<file path="config.mk">
export PLATFORM = sky130hd
export DESIGN_NAME = uart_rx_cfg
export DESIGN_NICKNAME = d
export VERILOG_FILES = /design/src/rtl/uart_rx_cfg.sv
export SDC_FILE = /design/constraint.sdc
export NUM_CORES = 1
export LEC_CHECK = 0
export BUFFER_PORTS_ARGS = -buffer_cell sky130_fd_sc_hd__buf_2
export CORE_MARGIN = 4
export CORE_UTILIZATION = 25
export DETAILED_ROUTE_END_ITERATION = 16
export PLACE_DENSITY = 0.47
export SLEW_MARGIN = 20
export SYNTH_ARGS = -nofsm -noshare
export SYNTH_HDL_FRONTEND = slang
export SYNTH_SLANG_ARGS = --single-unit
</file>
<file path="constraint.sdc">
create_clock -name i_Clock -period 3.1 [get_ports i_Clock]
set_clock_uncertainty 0.15 [all_clocks]
set_input_delay 0.155 -clock i_Clock [delete_from_list [all_inputs] [get_ports i_Clock]]
set_output_delay 0.155 -clock i_Clock [all_outputs]
set_load 0.03 [all_outputs]
</file>
<file path="src/rtl/uart_rx_cfg.sv">
// uart_rx_cfg: configurable UART receiver (5-9 data bits, parity, 1-2 stop bits, 2-of-3 vote); define UART_RX_BREAK_DETECT_EN to enable break detection
module uart_rx_cfg #(
  parameter int CLKS_PER_BIT  = 87,
  parameter int DATA_BITS     = 8,
  parameter int PARITY_MODE   = 0,
  parameter int STOP_BITS     = 1,
  parameter int MAJORITY_VOTE = 1
) (
  input  logic                 i_Clock,
  input  logic                 i_Reset,
  input  logic                 i_Rx_Serial,
  output logic                 o_Rx_DV,
  output logic [DATA_BITS-1:0] o_Rx_Byte,
  output logic                 o_Parity_Err,
  output logic                 o_Frame_Err,
  output logic                 o_Busy,
  output logic                 o_Break
);
  localparam int IDX_W = $clog2(DATA_BITS + 1);
  localparam logic [15:0] LAST = 16'(CLKS_PER_BIT - 1);
  localparam logic [15:0] HALF = 16'((CLKS_PER_BIT - 1) / 2);
  localparam logic [IDX_W-1:0] LAST_DATA = IDX_W'(DATA_BITS - 1);
  localparam logic [IDX_W-1:0] LAST_STOP = IDX_W'(STOP_BITS - 1);
  localparam logic HAS_PAR = PARITY_MODE != 0;
  localparam logic ODD = PARITY_MODE == 1;
  typedef enum logic [2:0] {IDLE, START, DATA, PARITY, STOP, CLEANUP, WAIT_HIGH} state_t;
  state_t state;
  logic [15:0] cnt;
  logic [IDX_W-1:0] idx;
  logic [DATA_BITS-1:0] shreg;
  logic [1:0] hist;
  logic sync1, rx_s, par_bit, ferr, bit_end, bit_val, par_err, frame_err, is_break;
  always_comb begin
    bit_end = cnt == LAST;
    bit_val = MAJORITY_VOTE != 0 ? (hist[1] & hist[0]) | (hist[1] & rx_s) | (hist[0] & rx_s) : rx_s;
    par_err = HAS_PAR & (par_bit ^ (^shreg) ^ ODD);
    frame_err = ferr | ~bit_val;
`ifdef UART_RX_BREAK_DETECT_EN
    is_break = ~|shreg & ~(HAS_PAR & par_bit) & ~bit_val & ((STOP_BITS == 1) | ferr);
`else
    is_break = 1'b0;
`endif
  end
  always_ff @(posedge i_Clock) begin
    if (i_Reset) begin
      sync1 <= 1'b1;
      rx_s <= 1'b1;
      hist <= 2'b11;
      state <= IDLE;
      cnt <= '0;
      idx <= '0;
      shreg <= '0;
      par_bit <= 1'b0;
      ferr <= 1'b0;
      o_Rx_DV <= 1'b0;
      o_Rx_Byte <= '0;
      o_Parity_Err <= 1'b0;
      o_Frame_Err <= 1'b0;
      o_Busy <= 1'b0;
      o_Break <= 1'b0;
    end else begin
      sync1 <= i_Rx_Serial;
      rx_s <= sync1;
      hist <= {hist[0], rx_s};
      o_Rx_DV <= 1'b0;
      o_Break <= 1'b0;
      case (state)
        IDLE: begin
          cnt <= '0;
          idx <= '0;
          o_Busy <= ~rx_s;
          state <= rx_s ? IDLE : START;
        end
        START: begin
          cnt <= cnt == HALF ? '0 : cnt + 16'd1;
          if (cnt == HALF) begin
            o_Busy <= ~rx_s;
            state <= rx_s ? IDLE : DATA;
          end
        end
        DATA: begin
          cnt <= bit_end ? '0 : cnt + 16'd1;
          if (bit_end) begin
            shreg <= {bit_val, shreg[DATA_BITS-1:1]};
            idx <= idx == LAST_DATA ? '0 : idx + 1'b1;
            ferr <= 1'b0;
            if (idx == LAST_DATA) state <= HAS_PAR ? PARITY : STOP;
          end
        end
        PARITY: begin
          cnt <= bit_end ? '0 : cnt + 16'd1;
          if (bit_end) begin
            par_bit <= bit_val;
            state <= STOP;
          end
        end
        STOP: begin
          cnt <= bit_end ? '0 : cnt + 16'd1;
          if (bit_end) begin
            idx <= idx == LAST_STOP ? '0 : idx + 1'b1;
            ferr <= frame_err;
            if (idx == LAST_STOP) begin
              o_Rx_DV <= ~is_break;
              o_Break <= is_break;
              state <= is_break ? WAIT_HIGH : CLEANUP;
              if (!is_break) begin
                o_Rx_Byte <= shreg;
                o_Parity_Err <= par_err;
                o_Frame_Err <= frame_err;
              end
            end
          end
        end
        CLEANUP, WAIT_HIGH: begin
          o_Busy <= ~rx_s;
          state <= rx_s ? IDLE : WAIT_HIGH;
        end
        default: state <= IDLE;
      endcase
    end
  end
endmodule

</file>
==> results of run 1 <==
## synth_stat cells, types with 2 or more instances
cell        n
buf_2       3
nor4b_1     2
inv_1       9
and4_2      3
buf_4       3
or3_1       4
and4bb_2    2
a2bb2oi_1   2
a21oi_1    13
a311oi_1    2
nand4_1     7
ha_1        4
nor3_1      5
clkbuf_1    7
nor4_1      3
nor3_2      2
and4_1      2
a211oi_1    2
nand3_1     9
or2_2       3
nand2_1    32
nand2b_1    5
mux2i_1    10
a2111oi_0   2
nor2_1     31
xor2_1      4
nor4bb_1    4
a31oi_1     6
dfxtp_1    47
xnor2_1     4
o21ai_0    11
a21o_1      2
## how the worst max path moves through the flow
stage	start	end	slack, ps	depth (start not counted)
floorplan	cnt[0]	cnt[15]	1040	8
global placement	state[2]	cnt[8]	720	5
detailed placement	cnt[0]	shreg[5]	750	7
CTS	cnt[0]	shreg[5]	730	7
global route	state[1]	idx[3]	460	5
finish	cnt[0]	state[2]	750	7
## routing by layer
metal	vias up	share of wire
li1	991	-
met1	888	0.51
met2	35	0.44
met3	6	0.029
met4	0	0.018
met5	-	0
## per-stage QoR
step	worst slack [ps]	hold slack, ps	instances	cell area (um^2)	utilization
final	749.1	94.91	388	2581	0.2931
after detailed placement	751.8	192.0	379	2455	0.2788
after global routing	458.6	120.7	388	2581	0.2931
after global placement	722.3	187.4	379	2455	0.2788
after CTS	730.7	86.86	388	2581	0.2931
after floorplan	1041	108.8	268	2290	-
## layout make-up
class                           instances  area share
Clock buffer                            5     0.02666
Timing Repair Buffer                   17     0.03781
Sequential cell                        47      0.3645
Tap cell                              108     0.05235
Clock inverter                          3     0.01842
Inverter                                9     0.01309
Multi-Input combinational cell        199      0.4872
## cells in the final DEF, fill, tap and decap left out, types with 2 or more instances in the layout
master and count:
nand2_1 32, and4_1 2, o21ai_0 11, or2_2 3
or3_1 4, mux2i_1 10, dfxtp_1 47, nor3_2 2
a21o_1 2, inv_1 9, a211oi_1 2, a2111oi_0 2
nand2b_1 5, nand3_1 9, conb_1 2, a21oi_1 13
and4bb_2 2, buf_4 3, xor2_1 4, ha_1 4
nand4_1 7, nor4_1 3, a311oi_1 2, nor2_1 31
a31oi_1 6, buf_2 13, clkbuf_8 5, a2bb2oi_1 2
nor3_1 5, and4_2 3, xnor2_1 4, nor4bb_1 4
## power groups by stage
stage / registers, W / clock network [W] / logic, W
2_1_floorplan: 0.000625 / 0 / 0.0000326
3_3_place_gp: 0.000625 / 0 / 0.0000438
3_5_place_dp: 0.000625 / 0 / 0.0000434
4_1_cts: 0.000611 / 0.000495 / 0.0000445
5_1_grt: 0.000612 / 0.000514 / 0.0000506
6_report: 0.000611 / 0.000473 / 0.0000444
## logic make-up after synthesis
logic type	Yosys count	share of synthesized area
other	1	0.001640
adder cells (fa/ha/maj)	6	0.03120
buffers and inverters	22	0.04269
AO/OA/AOI/OAI	52	0.1472
flip-flops	47	0.4116
XOR/XNOR	8	0.03065
AND/OR/NAND/NOR	121	0.2912
multiplexers	10	0.04379
## flip-flops by register name, summed over array words and instances, names as in the netlist
signal and flops:
o_Frame_Err 1, idx 4, cnt 16, o_Rx_Byte 8, rx_s 1, hist 2
o_Busy 1, sync1 1, ferr 1, o_Rx_DV 1, shreg 8, state 3
## timing repair
item | CTS | global route
hold buffers | 1 | 0
endpoints found under the hold margin | 1 | 0
resized for setup | 0 | 0
## worst max-delay path: cells and delay by family, from the launching register on
kind | cells | cell delay, ps
AO/OA/AOI/OAI | 3 | 800
adder cells (fa/ha/maj) | 1 | 170
buffers and inverters | 1 | 100
flip-flops | 1 | 350
AND/OR/NAND/NOR | 2 | 660
==> results.cfg, run 1 <==
[pwr]
power_leakage_nw = 0.8454
power_density_nw_per_um2 = 437.0
power_frac_seq = 0.542
p_total_w = 0.001128
peakVddDrop_mv = 0.2887
netSwitchingPower_w = 0.0002624
p_comb_frac = 0.039
internal-power_w = 0.0008656
clkPwrFrac = 0.419
p_sw_frac = 0.2326

[yosys]
yosys.area.top_type = dfxtp_1
syn_area_um2 = 2286
synth_top_flop_cell = dfxtp_1
async_reset_ff_frac = 0
yosys.cell_types.count = 54
synth_edf_count = 0
synth_top_area_frac = 0.4116
ys_seq_elements = 47
syn_avg_cell_area_um2 = 8.562
yosys_warnings = 0
syn_inst = 267
yosys-top-cells-area = dfxtp_1, nand2_1, nor2_1
seq_area_frac_synth = 0.4116

[clock_tree]
cts_setup_buffers = 0
insertion_delay_ps = 310
clkTransAtPathRegs_ps = 100
numCtsBuffers = 5
cts_root_buf = clkbuf_8
cts_tree = done
ctsLongestPathBuffers = 2
ctsHtreeMaxLevel = 2
cts.sinks = 47

[worst_hold_path]
min_path_type = in -> reg
hold_start = i_Reset
min_to = o_Rx_Byte[1]
min_path_cells = 2

[setup_path]
endpoint_kind = flip-flop
r2r_slack_ps = 750
slowest_stage = a2111oi_0
required_ps = 3130
crit_chain = inv_1 > ha_1 > nor4bb_1 > nand4_1 > o2bb2ai_1 > a2111oi_0 > o32ai_1
crit_type = reg -> reg
crit_path_max_incr_delay_ps = 390
critPathMaxFanout = 6
r2r-start = cnt[0]
critical_path_arrival_ps = 2380
r2r-end = state[2]
critPathLaunchType = flip-flop
reg2reg_depth = 7

[global_route]
antenna_found_initial = 0
grt.met3_usage = 0.01555
grt_use_met1 = 0.1393
grt_max_degree = 24
grt.overflow.total = 0
use_met2 = 0.1514
grt_pass1_wl_mm = 8.976
grt_pass1_vias = 1785
grt_usage = 0.09906
grt_busiest_layer = met2

[sta]
final_hold_viol_count = 0
clock.fmax_ghz = 0.4254
finalSetupTns_ps = 0
period_share = 0.7584
slew-limit-headroom = 0.5286
fin_crit_ps = 2351
setup_violations = 0
worst_pin_slew_ps = 702.9
slew_violations = 0
rsz0062_at_grt = false

[floorplan]
start_util = 0.2596
coreArea_um2 = 8806
die_area_um2 = 10740
fp.dieW_um = 103.6
die_h_um = 103.6
io_pins = 16
rows = 34

[run_status]
status = complete, no violations

[routing]
dr.pass1.iters = 4
wirelength_mm = 5.025
num_vias = 1920
wl_per_cell_um = 12.95
final_antenna_net_count = 0
drc_errors = 0
drtIter0Drc = 114
vias_per_cell = 4.948

[finish]
nFillCells = 912
multi_input_area_um2 = 1257
regArea_um2 = 940.9
layout.nets = 286
syn_to_final_growth_pct = 12.92
drive_above_1_share = 0.1393
antennaDiodeCount = 0

[job]
maxCapViolCount = 0

[placed_design]
place.port_buffers = 13
dp_hpwl_mm = 3.654
place.gp.congestion = 0.8325
Note: power is estimated with default switching activity, not from simulation.
==> inputs of run 2 (changes only) <==
--- a/config.mk
+++ b/config.mk
@@ -9,7 +9,7 @@
 export CORE_MARGIN = 4
 export CORE_UTILIZATION = 25
 export DETAILED_ROUTE_END_ITERATION = 16
-export PLACE_DENSITY = 0.47
+export PLACE_DENSITY = 0.48
 export SLEW_MARGIN = 20
 export SYNTH_ARGS = -nofsm -noshare
 export SYNTH_HDL_FRONTEND = slang
==> constraint.sdc (replaced) <==
create_clock -name i_Clock -period 1.9 [get_ports i_Clock]
set_clock_uncertainty 0.15 [all_clocks]
set_input_delay 0.095 -clock i_Clock [delete_from_list [all_inputs] [get_ports i_Clock]]
set_output_delay 0.095 -clock i_Clock [all_outputs]
set_load 0.03 [all_outputs]
==> results.cfg, run 2 (synthesized netlist as in run 1, its figures left out) <==
[finish]
final_core_util = 0.3859
reg.largest.list = cnt x16, o_Rx_Byte x8, shreg x8
syn_to_final_growth_pct = 48.66
mostFrequentLayoutCells = buf_4, dfxtp_1, nand2_1, nor2_1, buf_2
drive_above_1_share = 0.4591
final_common_cell = buf_4
largest_reg_flops = 16
antennaDiodeCount = 0
final_area_um2 = 3398
layout.nets = 348
stdcell_count = 450
top_register = cnt

[floorplan]
rows = 34
die_h_um = 103.6
io_pins = 16
start_util = 0.2596
coreArea_um2 = 8806
fp.dieW_um = 103.6
die_area_um2 = 10740

[setup_path]
r2r_slack_ps = -190
crit_type = reg -> reg
required_ps = 1990
r2r-start = cnt[9]
crit_path_max_incr_delay_ps = 480
endpoint_kind = flip-flop
critical_path_arrival_ps = 2190
slowest_stage = or4b_4
crit_chain = nor4_4 > nand4_4 > maj3_2 > or4b_4 > a21oi_2
critPathLaunchType = flip-flop
critPathMaxFanout = 3
cpLargestDelayFamily = simple AND/OR/NAND/NOR gates
path_buf_inv = 0
critPathLaunch = cnt[9]

[pwr]
peakVddDrop_mv = 0.4085
power_density_nw_per_um2 = 562.9
power_leakage_nw = 1.221
p_total_w = 0.001913

[worst_hold_path]
hold_start = i_Reset
min_path_type = in -> reg

[sta]
slew_violations = 0
rsz0062_at_grt = true
fin_crit_ps = 2092
setup_slack_ps = -192.1
setup_violations = 28
clock.fmax_ghz = 0.4780
final_hold_viol_count = 0
period_share = 1.101

[routing]
final_antenna_net_count = 0
wirelength_mm = 6.322
num_vias = 2192
wl_per_cell_um = 14.05
vias_per_cell = 4.871
dr.pass1.iters = 4
drc_errors = 0
drtIter0Drc = 96

[placed_design]
place.port_buffers = 13
place.gp.congestion = 0.7805
dp_slack_ps = -229.0
dp_hpwl_mm = 4.310
place_inst = 435
placed_area_um2 = 2923

[clock_tree]
numCtsBuffers = 5
clkTransAtPathRegs_ps = 100
cts_root_buf = clkbuf_8
ctsHtreeMaxLevel = 2
cts.sinks = 47
insertion_delay_ps = 300
ctsLongestPathBuffers = 2
cts_tree = done

[global_route]
grt.overflow.total = 0
grt_max_degree = 20
grt_usage = 0.1122
grt_pass1_vias = 2075
grt_pass1_wl_mm = 10.07
antenna_found_initial = 0

[run_status]
violations = setup timing
status = finished, violations left

[job]
maxCapViolCount = 0
## run 2: worst paths after layout
kind             to  cells past startpoint
max          idx[1]                      5
min          cnt[1]                      2
max reg2reg  idx[1]                      5
min reg2reg    rx_s                      1
## run 2: layout make-up
cell class	instances	area (um^2)
clock buffer	5	68.82
clock inverter	3	46.29
fill	885	5408
inverter	9	33.78
multi-input combinational	199	1556
sequential	47	955.9
tap	108	135.1
timing repair buffer	79	601.8
## run 2: timing repair
item / 4_1_cts / 5_1_grt
hold endpoints to repair: 1 / 0
pin swaps: 15 / 31
setup endpoints to repair: 40 / 43
hold buffers: 1 / 0
resized for setup: 31 / 50
setup buffers: 5 / 2
gates cloned: 1 / 0
## run 2: per-layer routing
| metal | share of wire | track usage |
|---|---|---|
| met5 | 0 | 0 |
| met4 | 0.0082 | 0.03704 |
| met3 | 0.018 | 0.01306 |
| met2 | 0.48 | 0.1804 |
| met1 | 0.49 | 0.1565 |
## run 2: worst reg2reg max path, cell delays in order, from the launching register on
cell	delay (ps)
dfxtp_2	350
nor4_4	420
nand4_4	180
maj3_2	350
or4b_4	480
a21oi_2	110
## run 2: where the power goes
| part | total [W] | switching, W | internal (W) |
|---|---|---|---|
| combinational | 0.000141 | 0.0000787 | 0.0000623 |
| clock | 0.000777 | 0.000380 | 0.000397 |
| sequential | 0.000995 | 0.00000496 | 0.000990 |
| total | 0.00191 | 0.000463 | 0.00145 |
## run 2: through the flow
step,TNS [ps],hold slack [ps]
after floorplan,-113.4,48.81
after global placement,-2027,130.6
final,-1698,32.14
after CTS,-1194,1.819
after global routing,-4667,48.11
after detailed placement,-3171,135.8
==> inputs of run 3 (changes only) <==
--- a/config.mk
+++ b/config.mk
@@ -5,6 +5,7 @@
 export SDC_FILE = /design/constraint.sdc
 export NUM_CORES = 1
 export LEC_CHECK = 0
+export ABC_AREA = 1
 export BUFFER_PORTS_ARGS = -buffer_cell sky130_fd_sc_hd__buf_2
 export CORE_MARGIN = 4
 export CORE_UTILIZATION = 25
==> constraint.sdc (replaced) <==
create_clock -name i_Clock -period 1.91 [get_ports i_Clock]
set_clock_uncertainty 0.15 [all_clocks]
set_input_delay 0.0955 -clock i_Clock [delete_from_list [all_inputs] [get_ports i_Clock]]
set_output_delay 0.0955 -clock i_Clock [all_outputs]
set_load 0.03 [all_outputs]
==> results.cfg, run 3 <==
[run_status]
status = complete, no violations

[routing]
dr.pass1.iters = 4
wl_per_cell_um = 10.93
drc_errors = 0
vias_per_cell = 4.289
wirelength_mm = 5.521
drtIter0Drc = 92
num_vias = 2166
final_antenna_net_count = 0

[clock_tree]
clkTransAtPathRegs_ps = 90
cts_tree = done
insertion_delay_ps = 310
ctsLongestPathBuffers = 2
ctsHtreeMaxLevel = 2
cts.sinks = 47
cts_root_buf = clkbuf_8
numCtsBuffers = 5

[sta]
rsz0062_at_grt = false
fin_crit_ps = 1728
finalSetupTns_ps = 0
clock.fmax_ghz = 0.5787
slew_violations = 0
period_share = 0.9046
setup_slack_ps = 182.1
setup_violations = 0
hold_ws_ps = 50.47
final_hold_viol_count = 0

[floorplan]
coreArea_um2 = 9240
die_area_um2 = 11130
die_h_um = 105.5
start_util = 0.2571
rows = 35
io_pins = 16
fp.dieW_um = 105.5

[setup_path]
endpoint_kind = flip-flop
critical_path_arrival_ps = 1820
reg2reg_depth = 11
r2r-end = cnt[11]
critPathMaxFanout = 7
r2r-start = cnt[0]
crit_type = reg -> reg
critPathLaunchType = flip-flop
r2r_slack_ps = 180
required_ps = 2000

[finish]
layout.nets = 382
syn_to_final_growth_pct = 14.43
final_common_cell = nand2_1
largest_reg_flops = 16
mostFrequentLayoutCells = nand2_1, nor2_1, dfxtp_1, inv_1, nand3_1
top_register = cnt
drive_above_1_share = 0.1463
antennaDiodeCount = 0
reg.largest.list = cnt x16, o_Rx_Byte x8, shreg x8

[placed_design]
place.port_buffers = 13
dp_hpwl_mm = 4.072
place.gp.congestion = 0.8351
dp_slack_ps = 158.6

[worst_hold_path]
min_to = hist[0]
min_path_type = in -> reg
hold_start = i_Reset
min_path_cells = 3

[yosys]
synth_common_cells = nand2_1, nor2_1, dfxtp_1
yosys-top-cells-area = dfxtp_1, nand2_1, nor2_1
yosysMostFrequentCell = nand2_1
synth_top_area_frac = 0.3960
synth_top_flop_cell = dfxtp_1
syn_inst = 358
yosys_warnings = 0
synth_edf_count = 0
yosys.area.top_type = dfxtp_1
ys_seq_elements = 47
syn_area_um2 = 2376
syn_avg_cell_area_um2 = 6.637
async_reset_ff_frac = 0
seq_area_frac_synth = 0.3960
yosys.cell_types.count = 31

[pwr]
peakVddDrop_mv = 0.2952
power_leakage_nw = 1.173
power_density_nw_per_um2 = 951.2

[global_route]
grt_pass1_vias = 1980
grt.overflow.total = 0
antenna_found_initial = 0
grt_max_degree = 25
grt_usage = 0.1054
grt_pass1_wl_mm = 9.577

[job]
maxCapViolCount = 0
## run 3: layout make-up
| cell class | instances | area [um^2] |
|---|---|---|
| Fill cell | 1043 | 6521 |
| Multi-Input combinational cell | 259 | 1230 |
| Sequential cell | 47 | 940.9 |
| Inverter | 44 | 165.2 |
| Tap cell | 129 | 161.4 |
| Timing Repair Buffer | 18 | 105.1 |
| Clock buffer | 5 | 68.82 |
| Clock inverter | 3 | 47.55 |
## run 3: layer usage
layer | vias up | track usage | wire [um]
li1 | 1168 | - | -
met1 | 958 | 0.1502 | 2910
met2 | 35 | 0.1544 | 2280
met3 | 5 | 0.02572 | 252
met4 | 0 | 0.03608 | 78
met5 | - | 0 | 0
## run 3: worst max-delay path, stage by stage (launching register included)
cell and delay, ps:
dfxtp_1 420, inv_1 70, ha_1 190, nand2_1 60
inv_1 30, nand2_1 60, nor2_2 40, nand2_2 130
nand2_2 120, nand2_2 160, o21ai_0 110, a21oi_1 130
## run 3: cells by family (layout without fill, tap and decap cells)
| logic type | Yosys count | after routing | share of synthesized area |
|---|---|---|---|
| AOI/OAI and AO/OA | 48 | 48 | 0.1095 |
| xor gates and xnor gates | 2 | 2 | 0.007374 |
| adders and majority gates | 4 | 4 | 0.02106 |
| buffers and inverters | 53 | 70 | 0.09110 |
| DFF | 47 | 47 | 0.3960 |
| other | 1 | 2 | 0.001578 |
| and+or+nand+nor | 203 | 203 | 0.3733 |
## run 3: timing repair
| item | in CTS | in global routing |
|---|---|---|
| resized for setup | 0 | 2 |
| endpoints found under the setup margin | 0 | 9 |
| hold buffers | 1 | 0 |
| hold endpoints to repair | 1 | 0 |
| setup buffers | 0 | 0 |
## run 3: power by group
part	switching, W	internal (W)
logic	0.000512	0.000217
clock network	0.000374	0.000397
registers	0.0000517	0.00103
total	0.000938	0.00165
## run 3: through the flow
step,cells,area [um^2],total power [W],util
2_1_floorplan,359,2380,0.001670,-
3_3_place_gp,496,2585,0.001840,0.2798
3_5_place_dp,496,2585,0.001836,0.2798
4_1_cts,505,2711,0.002617,0.2934
5_1_grt,505,2719,0.002766,0.2942
6_report,505,2719,0.002586,0.2942
## run 3: how the worst max path moves through the flow
stage,start,slack [ps],to,cells past startpoint
3_5_place_dp,cnt[0],160,o_Rx_Byte[5],12
3_3_place_gp,cnt[0],210,o_Rx_Byte[2],12
2_1_floorplan,cnt[0],390,o_Rx_Byte[1],12
6_report,cnt[0],180,cnt[11],11
5_1_grt,cnt[0],6,shreg[6],11
4_1_cts,cnt[0],140,o_Rx_Byte[5],12
